`src/rtl/riscv_cpu_pkg.sv`:
```
// Shared types and constants for the riscv_cpu front end.
package riscv_cpu_pkg;

   localparam int XLEN = 32;
   localparam logic [XLEN-1:0] DEFAULT_BOOT_ADDR = 32'h0000_0080;

   // One buffered fetch result: the instruction word and the PC it came from.
   typedef struct packed {
      logic [XLEN-1:0] instr;
      logic [XLEN-1:0] pc;
   } fetch_entry_t;

   // Force an address onto a 32-bit word boundary.
   function automatic logic [XLEN-1:0] word_align(input logic [XLEN-1:0] addr);
      return addr & ~32'h0000_0003;
   endfunction

endpackage

```
`src/rtl/fetch_fifo.sv`:
```
// Instruction buffer for fetch_stage: synchronous FIFO of fetch_entry_t
// with push, pop and a single-cycle flush. DEPTH must be a power of two.
module fetch_fifo
   import riscv_cpu_pkg::*;
#(
   parameter  int DEPTH = 2,
   localparam int AW    = $clog2(DEPTH),
   localparam int CW    = $clog2(DEPTH + 1)
) (
   input  logic         clk_i,
   input  logic         rst_i,
   input  logic         flush_i,
   input  logic         push_i,
   input  fetch_entry_t data_i,
   input  logic         pop_i,
   output fetch_entry_t head_o,
   output logic         empty_o,
   output logic [CW-1:0] count_o
);

   fetch_entry_t  mem_q [DEPTH];
   logic [AW-1:0] wr_ptr_q;
   logic [AW-1:0] rd_ptr_q;
   logic [CW-1:0] count_q;
   logic          full_s;
   logic          push_ok_s;
   logic          pop_ok_s;

   assign full_s    = (count_q == CW'(DEPTH));
   assign empty_o   = (count_q == '0);
   assign count_o   = count_q;
   assign head_o    = mem_q[rd_ptr_q];
   // A push into a full buffer is only taken when the head leaves in the same cycle.
   assign push_ok_s = push_i & (~full_s | pop_i);
   assign pop_ok_s  = pop_i & ~empty_o;

   // Storage, pointers and occupancy; flush empties without touching storage.
   always_ff @(posedge clk_i) begin
      if (rst_i) begin
         wr_ptr_q <= '0;
         rd_ptr_q <= '0;
         count_q  <= '0;
         for (int i = 0; i < DEPTH; i++) begin
            mem_q[i] <= '0;
         end
      end else if (flush_i) begin
         wr_ptr_q <= '0;
         rd_ptr_q <= '0;
         count_q  <= '0;
      end else begin
         if (push_ok_s) begin
            mem_q[wr_ptr_q] <= data_i;
            wr_ptr_q        <= wr_ptr_q + AW'(1);
         end
         if (pop_ok_s) begin
            rd_ptr_q <= rd_ptr_q + AW'(1);
         end
         case ({push_ok_s, pop_ok_s})
            2'b10:   count_q <= count_q + CW'(1);
            2'b01:   count_q <= count_q - CW'(1);
            default: count_q <= count_q;
         endcase
      end
   end

   fetch_fifo_chk u_chk (
      .clk_i  (clk_i),
      .rst_i  (rst_i),
      .push_i (push_i & ~flush_i),
      .pop_i  (pop_i),
      .full_i (full_s)
   );

endmodule

```
`src/rtl/fetch_fifo_chk.sv`:
```
// Checker for fetch_fifo: a push into a full buffer with no pop in the
// same cycle would overwrite the oldest instruction.
module fetch_fifo_chk (
   input logic clk_i,
   input logic rst_i,
   input logic push_i,
   input logic pop_i,
   input logic full_i
);

   a_no_overflow: assert property (@(posedge clk_i) disable iff (rst_i)
      !(push_i && full_i && !pop_i));

endmodule

```
`src/rtl/fetch_stage.sv`:
```
// Instruction fetch stage: owns the fetch PC, issues word reads over a
// req/gnt/rvalid handshake, buffers returned words and hands them to
// control_unit with valid/ready. Redirects flush buffered words and drop
// the responses of requests already in flight.
// Optional build macro FETCH_BYPASS_EN: an arriving word is presented in the
// same cycle when the buffer is empty (zero-latency path).
module fetch_stage
   import riscv_cpu_pkg::*;
#(
   parameter logic [31:0] BOOT_ADDR  = DEFAULT_BOOT_ADDR,
   parameter int          FIFO_DEPTH = 2
) (
   input  logic        clk_i,
   input  logic        rst_i,
   input  logic        fetch_en_i,
   output logic        imem_req_o,
   output logic [31:0] imem_addr_o,
   input  logic        imem_gnt_i,
   input  logic        imem_rvalid_i,
   input  logic [31:0] imem_rdata_i,
   input  logic        redirect_i,
   input  logic [31:0] redirect_addr_i,
   output logic [31:0] instr_o,
   output logic [31:0] instr_pc_o,
   output logic        instr_valid_o,
   input  logic        instr_ready_i
);

   localparam int         CW      = $clog2(FIFO_DEPTH + 1);
   localparam logic [CW:0] DEPTH_W = (CW + 1)'(FIFO_DEPTH);

   logic [31:0]   fetch_pc_q, fetch_pc_d;
   logic [31:0]   resp_pc_q, resp_pc_d;
   logic [CW-1:0] outstanding_q, outstanding_d;
   logic [CW-1:0] discard_q, discard_d;
   logic          hold_q, hold_d;            // request raised but not yet granted
   logic [31:0]   hold_addr_q, hold_addr_d;
   logic          hold_redir_q, hold_redir_d; // held request was overtaken by a redirect

   logic [CW-1:0] fifo_count_s;
   logic          fifo_empty_s;
   fetch_entry_t  fifo_head_s;
   fetch_entry_t  fifo_in_s;
   logic          push_s;
   logic          pop_s;
   logic          credit_ok_s;
   logic          req_s;
   logic [31:0]   addr_s;
   logic          fire_s;
   logic          accept_s;
   logic [31:0]   target_s;

   // Credit counts buffered plus in-flight words; same-cycle pops are not credited.
   assign credit_ok_s = ({1'b0, fifo_count_s} + {1'b0, outstanding_q}) < DEPTH_W;
   assign req_s       = ~rst_i & (hold_q | (fetch_en_i & credit_ok_s));
   assign addr_s      = hold_q ? hold_addr_q : fetch_pc_q;
   assign fire_s      = req_s & imem_gnt_i;
   assign accept_s    = imem_rvalid_i & (discard_q == '0) & ~redirect_i;
   assign target_s    = word_align(redirect_addr_i);
   assign fifo_in_s   = '{instr: imem_rdata_i, pc: resp_pc_q};
   assign pop_s       = ~fifo_empty_s & instr_ready_i & ~redirect_i;

   assign imem_req_o  = req_s;
   assign imem_addr_o = addr_s;

`ifdef FETCH_BYPASS_EN
   logic bypass_s;
   assign bypass_s      = accept_s & fifo_empty_s;
   assign instr_valid_o = ~fifo_empty_s | bypass_s;
   assign instr_o       = fifo_empty_s ? imem_rdata_i : fifo_head_s.instr;
   assign instr_pc_o    = fifo_empty_s ? resp_pc_q : fifo_head_s.pc;
   assign push_s        = accept_s & ~(bypass_s & instr_ready_i);
`else
   assign instr_valid_o = ~fifo_empty_s;
   assign instr_o       = fifo_head_s.instr;
   assign instr_pc_o    = fifo_head_s.pc;
   assign push_s        = accept_s;
`endif

   // Next-state for PCs, in-flight/discard counters and the held-request latch.
   always_comb begin
      outstanding_d = outstanding_q + CW'(fire_s) - CW'(imem_rvalid_i);
      hold_d        = req_s & ~imem_gnt_i;
      hold_redir_d  = hold_d & (hold_redir_q | redirect_i);
      if (hold_d) begin
         hold_addr_d = addr_s;
      end else begin
         hold_addr_d = hold_addr_q;
      end
      if (redirect_i) begin
         fetch_pc_d = target_s;
      end else if (fire_s && !hold_redir_q) begin
         fetch_pc_d = fetch_pc_q + 32'd4;
      end else begin
         fetch_pc_d = fetch_pc_q;
      end
      if (redirect_i) begin
         resp_pc_d = target_s;
      end else if (accept_s) begin
         resp_pc_d = resp_pc_q + 32'd4;
      end else begin
         resp_pc_d = resp_pc_q;
      end
      if (redirect_i) begin
         discard_d = outstanding_d + CW'(hold_d);
      end else if (imem_rvalid_i && (discard_q != '0)) begin
         discard_d = discard_q - CW'(1);
      end else begin
         discard_d = discard_q;
      end
   end

   // State registers with synchronous reset.
   always_ff @(posedge clk_i) begin
      if (rst_i) begin
         fetch_pc_q    <= BOOT_ADDR;
         resp_pc_q     <= BOOT_ADDR;
         outstanding_q <= '0;
         discard_q     <= '0;
         hold_q        <= 1'b0;
         hold_addr_q   <= 32'h0000_0000;
         hold_redir_q  <= 1'b0;
      end else begin
         fetch_pc_q    <= fetch_pc_d;
         resp_pc_q     <= resp_pc_d;
         outstanding_q <= outstanding_d;
         discard_q     <= discard_d;
         hold_q        <= hold_d;
         hold_addr_q   <= hold_addr_d;
         hold_redir_q  <= hold_redir_d;
      end
   end

   fetch_fifo #(.DEPTH(FIFO_DEPTH)) u_fifo (
      .clk_i   (clk_i),
      .rst_i   (rst_i),
      .flush_i (redirect_i),
      .push_i  (push_s),
      .data_i  (fifo_in_s),
      .pop_i   (pop_s),
      .head_o  (fifo_head_s),
      .empty_o (fifo_empty_s),
      .count_o (fifo_count_s)
   );

endmodule

```
`config.mk`:
```
export PLATFORM = sky130hd
export DESIGN_NAME = fetch_stage
export DESIGN_NICKNAME = d
export VERILOG_FILES = /design/src/rtl/riscv_cpu_pkg.sv /design/src/rtl/fetch_fifo.sv /design/src/rtl/fetch_fifo_chk.sv /design/src/rtl/fetch_stage.sv
export SDC_FILE = /design/constraint.sdc
export NUM_CORES = 1
export LEC_CHECK = 0
export BUFFER_PORTS_ARGS = -buffer_cell sky130_fd_sc_hd__buf_2
export CAP_MARGIN = 40
export CELL_PAD_IN_SITES_DETAIL_PLACEMENT = 1
export CELL_PAD_IN_SITES_GLOBAL_PLACEMENT = 2
export CORE_MARGIN = 8
export CORE_UTILIZATION = 34
export CTS_CLUSTER_SIZE = 10
export DETAILED_ROUTE_END_ITERATION = 7
export GPL_TIMING_DRIVEN = 0
export PLACE_DENSITY = 0.79
export SLEW_MARGIN = 20
export SYNTH_ARGS = -nofsm -noshare
export SYNTH_HDL_FRONTEND = slang
export SYNTH_SLANG_ARGS = --single-unit
```
`constraint.sdc`:
```
create_clock -name clk_i -period 4.6 [get_ports clk_i]
set_clock_uncertainty 0.15 [all_clocks]
set_input_delay 0.46 -clock clk_i [delete_from_list [all_inputs] [get_ports clk_i]]
set_output_delay 0.46 -clock clk_i [all_outputs]
set_load 0.02 [all_outputs]
```
==> metrics.cfg, run 1 <==
[outcome]
status = finished, final reports clean

[grt]
overflow = 0
grt_pass1_wl_um = 49400
grt_pass1_vias = 8451
grt_max_degree = 23
track_usage_pct = 16.4
antenna_found_initial = 1

[drt]
drtPass1Iterations = 4
wl_per_cell_um = 20.2
routed_wl_um = 32000
drc_errors = 0
num_vias = 7913
ant_nets = 0
drtIter0Drc = 314
viasPerCell = 5.01

[synth]
async_flop_share_pct = 0
synthDistinctLibCells = 62
synthMostInstantiatedCell = and2_1
synth_area_leaders = edfxtp_1, dfxtp_1, mux2_2, and2_1, xnor2_1
ys_warn_count = 0
syn_area_per_cell_um2 = 11.4
synth_ff_type = edfxtp_1
netlist_instances = 953
synth_edf_count = 124
synth_area_mm2 = 0.0109
synth_common_cells = and2_1, edfxtp_1, dfxtp_1, mux2_2, nor2_1
yosysTopAreaCell = edfxtp_1
seq_area_frac_synth_pct = 53.3
synth.top_cell.area_share_pct = 34.3
ys_seq_elements = 227

[cts]
numCtsBuffers = 28
holdBufCountCts = 0
cts_resized = 0
cts_tree = yes
clk_latency_ns = 0.56
htreeDepth = 1
cts_setup_buffers = 0
clockRootBuffer = clkbuf_16
clock-sinks = 227
cts_max_path_buffers = 3
path_clk_slew_ns = 0.06

[power_and_ir_drop]
internal_power_mw = 3.75
p_sw_mw = 1.34
p_seq_share_pct = 46.4
clockPowerShare_pct = 40.5
ir_worst_vdd_uv = 296
p_leak_nw = 5.44
swShare_pct = 26.3
power.density_mw_per_mm2 = 384
power.total_mw = 5.09
combPwrFrac_pct = 13.1

[critical_path]
crit_required_ns = 4.90
r2r_slack_ns = 1.31
critPathKind = reg2reg
worstPathArrival_ns = 3.59
cp-start-kind = flip-flop
reg2reg_depth = 12
path_max_fanout = 6
cp-end-kind = flip-flop

[hold_path]
whs_path_depth = 3
hp-class = in2reg

[job]
drv_cap = 0

[placed_design]
dp_hpwl_um = 24000
dpl_cell_area_mm2 = 0.0124
place.gp.congestion = 0.839
portBuffers = 163
dp_cells = 1526

[sta]
slew_violations = 0
fmax_ghz = 0.304
tightest_slew_ns = 0.891
post-route-period-util_pct = 71.6
finalSetupViolCount = 0
rsz0062_at_grt = no
period_minus_slack_ns = 3.29
finalHoldViolCount = 0
relSlewSlack_pct = 40.1

[die]
core_area_mm2 = 0.0315
boundaryPins = 169
initial_core_util_pct = 34.5
design.die.area_mm2 = 0.0379
die_h_um = 195
die_w_um = 195
rows = 65

[layout]
final_core_util_pct = 42.1
final_cells = 1579
multi_input_comb_area_mm2 = 0.00474
regArea_mm2 = 0.00579
fin_area_mm2 = 0.0133
drive_gt1_share_pct = 28.6
fillers = 3500
areaGrowthSynthToFinish_pct = 22.1
nNetsFinal = 1233

per-layer routing:
metal | share of wire (%) | vias to the layer above | GRT usage [%]
met1 | 45 | 3867 | 20.7
li1 | - | 3809 | -
met3 | 4.2 | 49 | 2.92
met2 | 48 | 188 | 28.4
met4 | 2.4 | 0 | 4.18
met5 | 0 | - | 0
critical path, stage by stage (launching register included):
cell	delay, ns
dfxtp_1	0.43
and2_1	0.18
fa_1	0.43
nor3b_2	0.46
nor2_1	0.11
nor2_1	0.14
nand2_1	0.08
ha_1	0.27
inv_1	0.04
ha_1	0.30
ha_1	0.22
xor2_1	0.16
a211oi_1	0.24
placed cells by master (no fill, tap or decap), types with 22 or more instances in the layout:
master	Yosys	layout
xnor2_1	34	34
inv_1	29	29
a21o_1	35	35
nor3b_1	32	32
nor2_1	41	41
clkbuf_16	0	28
and2_1	125	125
xor2_1	26	26
mux2_2	89	89
nand2_1	30	30
a21oi_1	27	27
clkbuf_1	38	54
dfxtp_1	103	103
a21boi_0	22	22
buf_2	9	172
edfxtp_1	124	124
worst paths after layout:
kind,start,to
hold / removal,redirect_addr_i[31],fetch_pc_q[31]$_SDFFE_PP0P_
setup / recovery,u_fifo.count_o[0]$_SDFFE_PP0P_,discard_q[1]$_SDFFE_PP0P_
setup reg to reg,u_fifo.count_o[0]$_SDFFE_PP0P_,discard_q[1]$_SDFFE_PP0P_
hold reg to reg,hold_addr_q[1]$_SDFFE_PP0P_,hold_addr_q[1]$_SDFFE_PP0P_
state kept, by name, indices dropped and copies added, names as in the netlist, named ones only:
register	count
discard_q	2
fetch_pc_q	30
hold_addr_q	32
hold_q	1
hold_redir_q	1
outstanding_q	2
resp_pc_q	30
u_fifo.count_o	2
u_fifo.mem_q	124
u_fifo.rd_ptr_q	1
u_fifo.wr_ptr_q	1
kinds of logic after synthesis:
family	count (synthesis)	synth area share [%]
fa+ha+maj	8	0.991
mux	91	9.41
flops	227	53.3
xor+xnor	60	4.84
other cells	1	0.0345
buf+inv	89	3.42
simple gates	339	19.4
compound gates	138	8.66
power groups by stage:
| stage | Clock, mW | Sequential, mW | Combinational [mW] |
|---|---|---|---|
| floorplan | 0 | 2.37 | 0.419 |
| global placement | 0 | 2.41 | 0.634 |
| detailed placement | 0 | 2.40 | 0.673 |
| CTS | 2.12 | 2.36 | 0.679 |
| global route | 2.19 | 2.37 | 0.727 |
| finish | 2.06 | 2.36 | 0.668 |
per-stage QoR:
stage / setup TNS (ns) / hold WS [ns] / setup WS, ns
floorplan: -1.31 / 0.302 / -0.0106
global placement: -252.46 / 0.309 / -2.04
detailed placement: 0 / 0.316 / 1.19
CTS: 0 / 0.0109 / 1.26
global route: 0 / 0.0192 / 1.09
finish: 0 / 0.0388 / 1.31
final cells by class:
class	instances	area share, %
Clock inverter	3	0.293
Antenna cell	1	0.0189
Clock buffer	49	6.26
Tap cell	402	3.79
Timing Repair Buffer	170	7.45
Sequential cell	227	43.6
Multi-Input combinational cell	638	35.8
Buffer	59	1.95
Inverter	30	0.849
(Power assumes the default switching activity.)
==> run 2, diff against run 1 <==
--- a/config.mk
+++ b/config.mk
@@ -10,11 +10,11 @@
 export CELL_PAD_IN_SITES_DETAIL_PLACEMENT = 1
 export CELL_PAD_IN_SITES_GLOBAL_PLACEMENT = 2
 export CORE_MARGIN = 8
-export CORE_UTILIZATION = 34
+export CORE_UTILIZATION = 38
 export CTS_CLUSTER_SIZE = 10
 export DETAILED_ROUTE_END_ITERATION = 7
 export GPL_TIMING_DRIVEN = 0
-export PLACE_DENSITY = 0.79
+export PLACE_DENSITY = 0.84
 export SLEW_MARGIN = 20
 export SYNTH_ARGS = -nofsm -noshare
 export SYNTH_HDL_FRONTEND = slang
==> constraint.sdc (replaced) <==
create_clock -name clk_i -period 3.1 [get_ports clk_i]
set_clock_uncertainty 0.15 [all_clocks]
set_input_delay 0.31 -clock clk_i [delete_from_list [all_inputs] [get_ports clk_i]]
set_output_delay 0.31 -clock clk_i [all_outputs]
set_load 0.02 [all_outputs]
==> run 2 against run 1 <==
Register-to-register slack worse by 1.1 ns. Combinational power up 56%. Routed wire length up 3.5%. Via count up 3.7%. Flip-flop and latch count unchanged. Final area up 2.7%. Sequential share of layout area down 1.1 points. Utilization up 5.8 points. Total power up 47%. Cell count up 1.3%. Count of clock-buffer cells in the layout down 4. Critical endpoint is now instr_o[3].
==> metrics.cfg, run 2 (synthesis gave the netlist of run 1 again) <==
[layout]
regMostFlops = u_fifo.mem_q  ; unchanged
layout_common_cells = buf_2, and2_1, edfxtp_1, dfxtp_1, mux2_2  ; unchanged
drive_gt1_share_pct = 27.7  ; was 28.6%
antenna_cells = 0  ; was 1
largest_reg_flops = 124  ; unchanged
fillers = 3136  ; was 3500
nNetsFinal = 1277  ; was 1233
final_common_cell = buf_2  ; unchanged
largestRegisters = u_fifo.mem_q x124, hold_addr_q x32  ; unchanged
areaGrowthSynthToFinish_pct = 25.3  ; was 22.1%

[grt]
overflow = 0  ; unchanged
grt_pass1_wl_um = 51300  ; was 49400 um
antenna_found_initial = 0  ; was 1
grt_pass1_vias = 8830  ; was 8451
grt_max_degree = 25  ; was 23
track_usage_pct = 19.2  ; was 16.4%

[drt]
viasPerCell = 5.13  ; was 5.01
drtIter0Drc = 364  ; was 314
wl_per_cell_um = 20.7  ; was 20.2 um
drc_errors = 0  ; unchanged
num_vias = 8207  ; was 7913
routed_wl_um = 33100  ; was 32000 um
ant_nets = 0  ; unchanged
drtPass1Iterations = 5  ; was 4

[hold_path]
hp-class = in2reg  ; unchanged

[die]
initial_core_util_pct = 38.3  ; was 34.5%
die_w_um = 185  ; was 195 um
design.die.area_mm2 = 0.0342  ; was 0.0379 mm^2
rows = 62  ; was 65
die_h_um = 185  ; was 195 um
core_area_mm2 = 0.0284  ; was 0.0315 mm^2
boundaryPins = 169  ; unchanged

[sta]
finalSetupViolCount = 0  ; unchanged
post-route-period-util_pct = 93.6
tns_ns = 0  ; unchanged
slew_violations = 0  ; unchanged
finalHoldViolCount = 0  ; unchanged
rsz0062_at_grt = no  ; unchanged
hold_ws_ns = 0.0303  ; was 0.0388 ns
relSlewSlack_pct = 41.1  ; was 40.1%
fmax_ghz = 0.345
period_minus_slack_ns = 2.90
tightest_slew_ns = 0.876  ; was 0.891 ns

[cts]
clk_latency_ns = 0.55  ; was 0.56 ns
clockRootBuffer = clkbuf_16  ; unchanged
path_clk_slew_ns = 0.06  ; about the same
cts_tree = yes  ; unchanged
numCtsBuffers = 27  ; was 28
clock-sinks = 227  ; unchanged
cts_max_path_buffers = 3  ; unchanged
htreeDepth = 1  ; unchanged

[placed_design]
place.gp.congestion = 0.891  ; was 0.839
portBuffers = 163  ; unchanged
dp_hpwl_um = 23400  ; was 24000 um

[power_and_ir_drop]
ir_worst_vdd_uv = 346  ; was 296 uV
p_leak_nw = 5.60  ; was 5.44 nW
power.total_mw = 7.46  ; was 5.09 mW
power.density_mw_per_mm2 = 548  ; was 384 mW/mm^2

[outcome]
status = finished, final reports clean  ; unchanged

[critical_path]
critPathKind = reg2out  ; was reg2reg
cp-start-kind = flip-flop  ; unchanged
crit_required_ns = 2.64  ; was 4.90 ns
r2r_slack_ns = 0.22  ; was 1.31 ns
cp-end-kind = output port  ; was flip-flop
path_max_fanout = 10  ; was 6
worstPathArrival_ns = 2.44  ; was 3.59 ns

[job]
drv_cap = 0  ; unchanged

run 2: final timing paths:
kind / from / depth (start not counted) / endpoint
worst max-delay path: flip-flop / 4 / instr_o[3]
worst max register to register: u_fifo.count_o[0]$_SDFFE_PP0P_ / 12 / discard_q[1]$_SDFFE_PP0P_
worst min-delay path: redirect_addr_i[24] / 4 / resp_pc_q[24]$_SDFFE_PP0P_
worst min register to register: hold_addr_q[0]$_SDFFE_PP0P_ / 1 / hold_addr_q[0]$_SDFFE_PP0P_
run 2: metal layers:
layer,global-route usage (%),vias to the layer above,wire [um]
met1,23.6,4042,14500
met4,5.73,0,847
met5,0,-,0
met2,33.8,201,16100
li1,-,3907,-
met3,3.32,57,1640
run 2: critical path, stage by stage (launching register included):
cell and delay [ns]:
dfxtp_1 0.30, clkbuf_1 0.44, clkbuf_1 0.55, mux2_2 0.43, buf_2 0.17
run 2: layout make-up:
| type | count | area (um^2) | area share (%) |
|---|---|---|---|
| Buffer | 58 | 256 | 1.88 |
| Clock buffer | 45 | 773 | 5.68 |
| Clock inverter | 2 | 25.0 | 0.184 |
| Inverter | 30 | 113 | 0.827 |
| Multi-Input combinational cell | 638 | 4760 | 34.9 |
| Sequential cell | 227 | 5790 | 42.5 |
| Tap cell | 384 | 480 | 3.53 |
| Timing Repair Buffer | 216 | 1420 | 10.4 |
run 2: metrics by stage:
step | util (%) | cell area [um^2] | cells | worst slack, ns
floorplan | - | 10900 | 954 | -0.204
global placement | 42.9 | 12200 | 1501 | -1.37
detailed placement | 43.4 | 12300 | 1507 | -0.199
CTS | 47.9 | 13600 | 1601 | 0.0522
global route | 47.9 | 13600 | 1600 | 0.0290
finish | 47.9 | 13600 | 1600 | 0.199
run 2: power by group:
group          switching, mW  total (mW)  internal, mW
Clock                   1.22        2.91          1.69
Sequential             0.138        3.51          3.37
Combinational          0.616        1.04         0.427
run 2: timing repair:
item                                   in CTS  in global routing
setup endpoints to repair                   6                  3
pin swaps                                   1                  0
hold buffers                               46                  0
setup buffers                               1                  0
resized for setup                           2                  4
gates cloned                                0                  0
endpoints found under the hold margin      87                  0
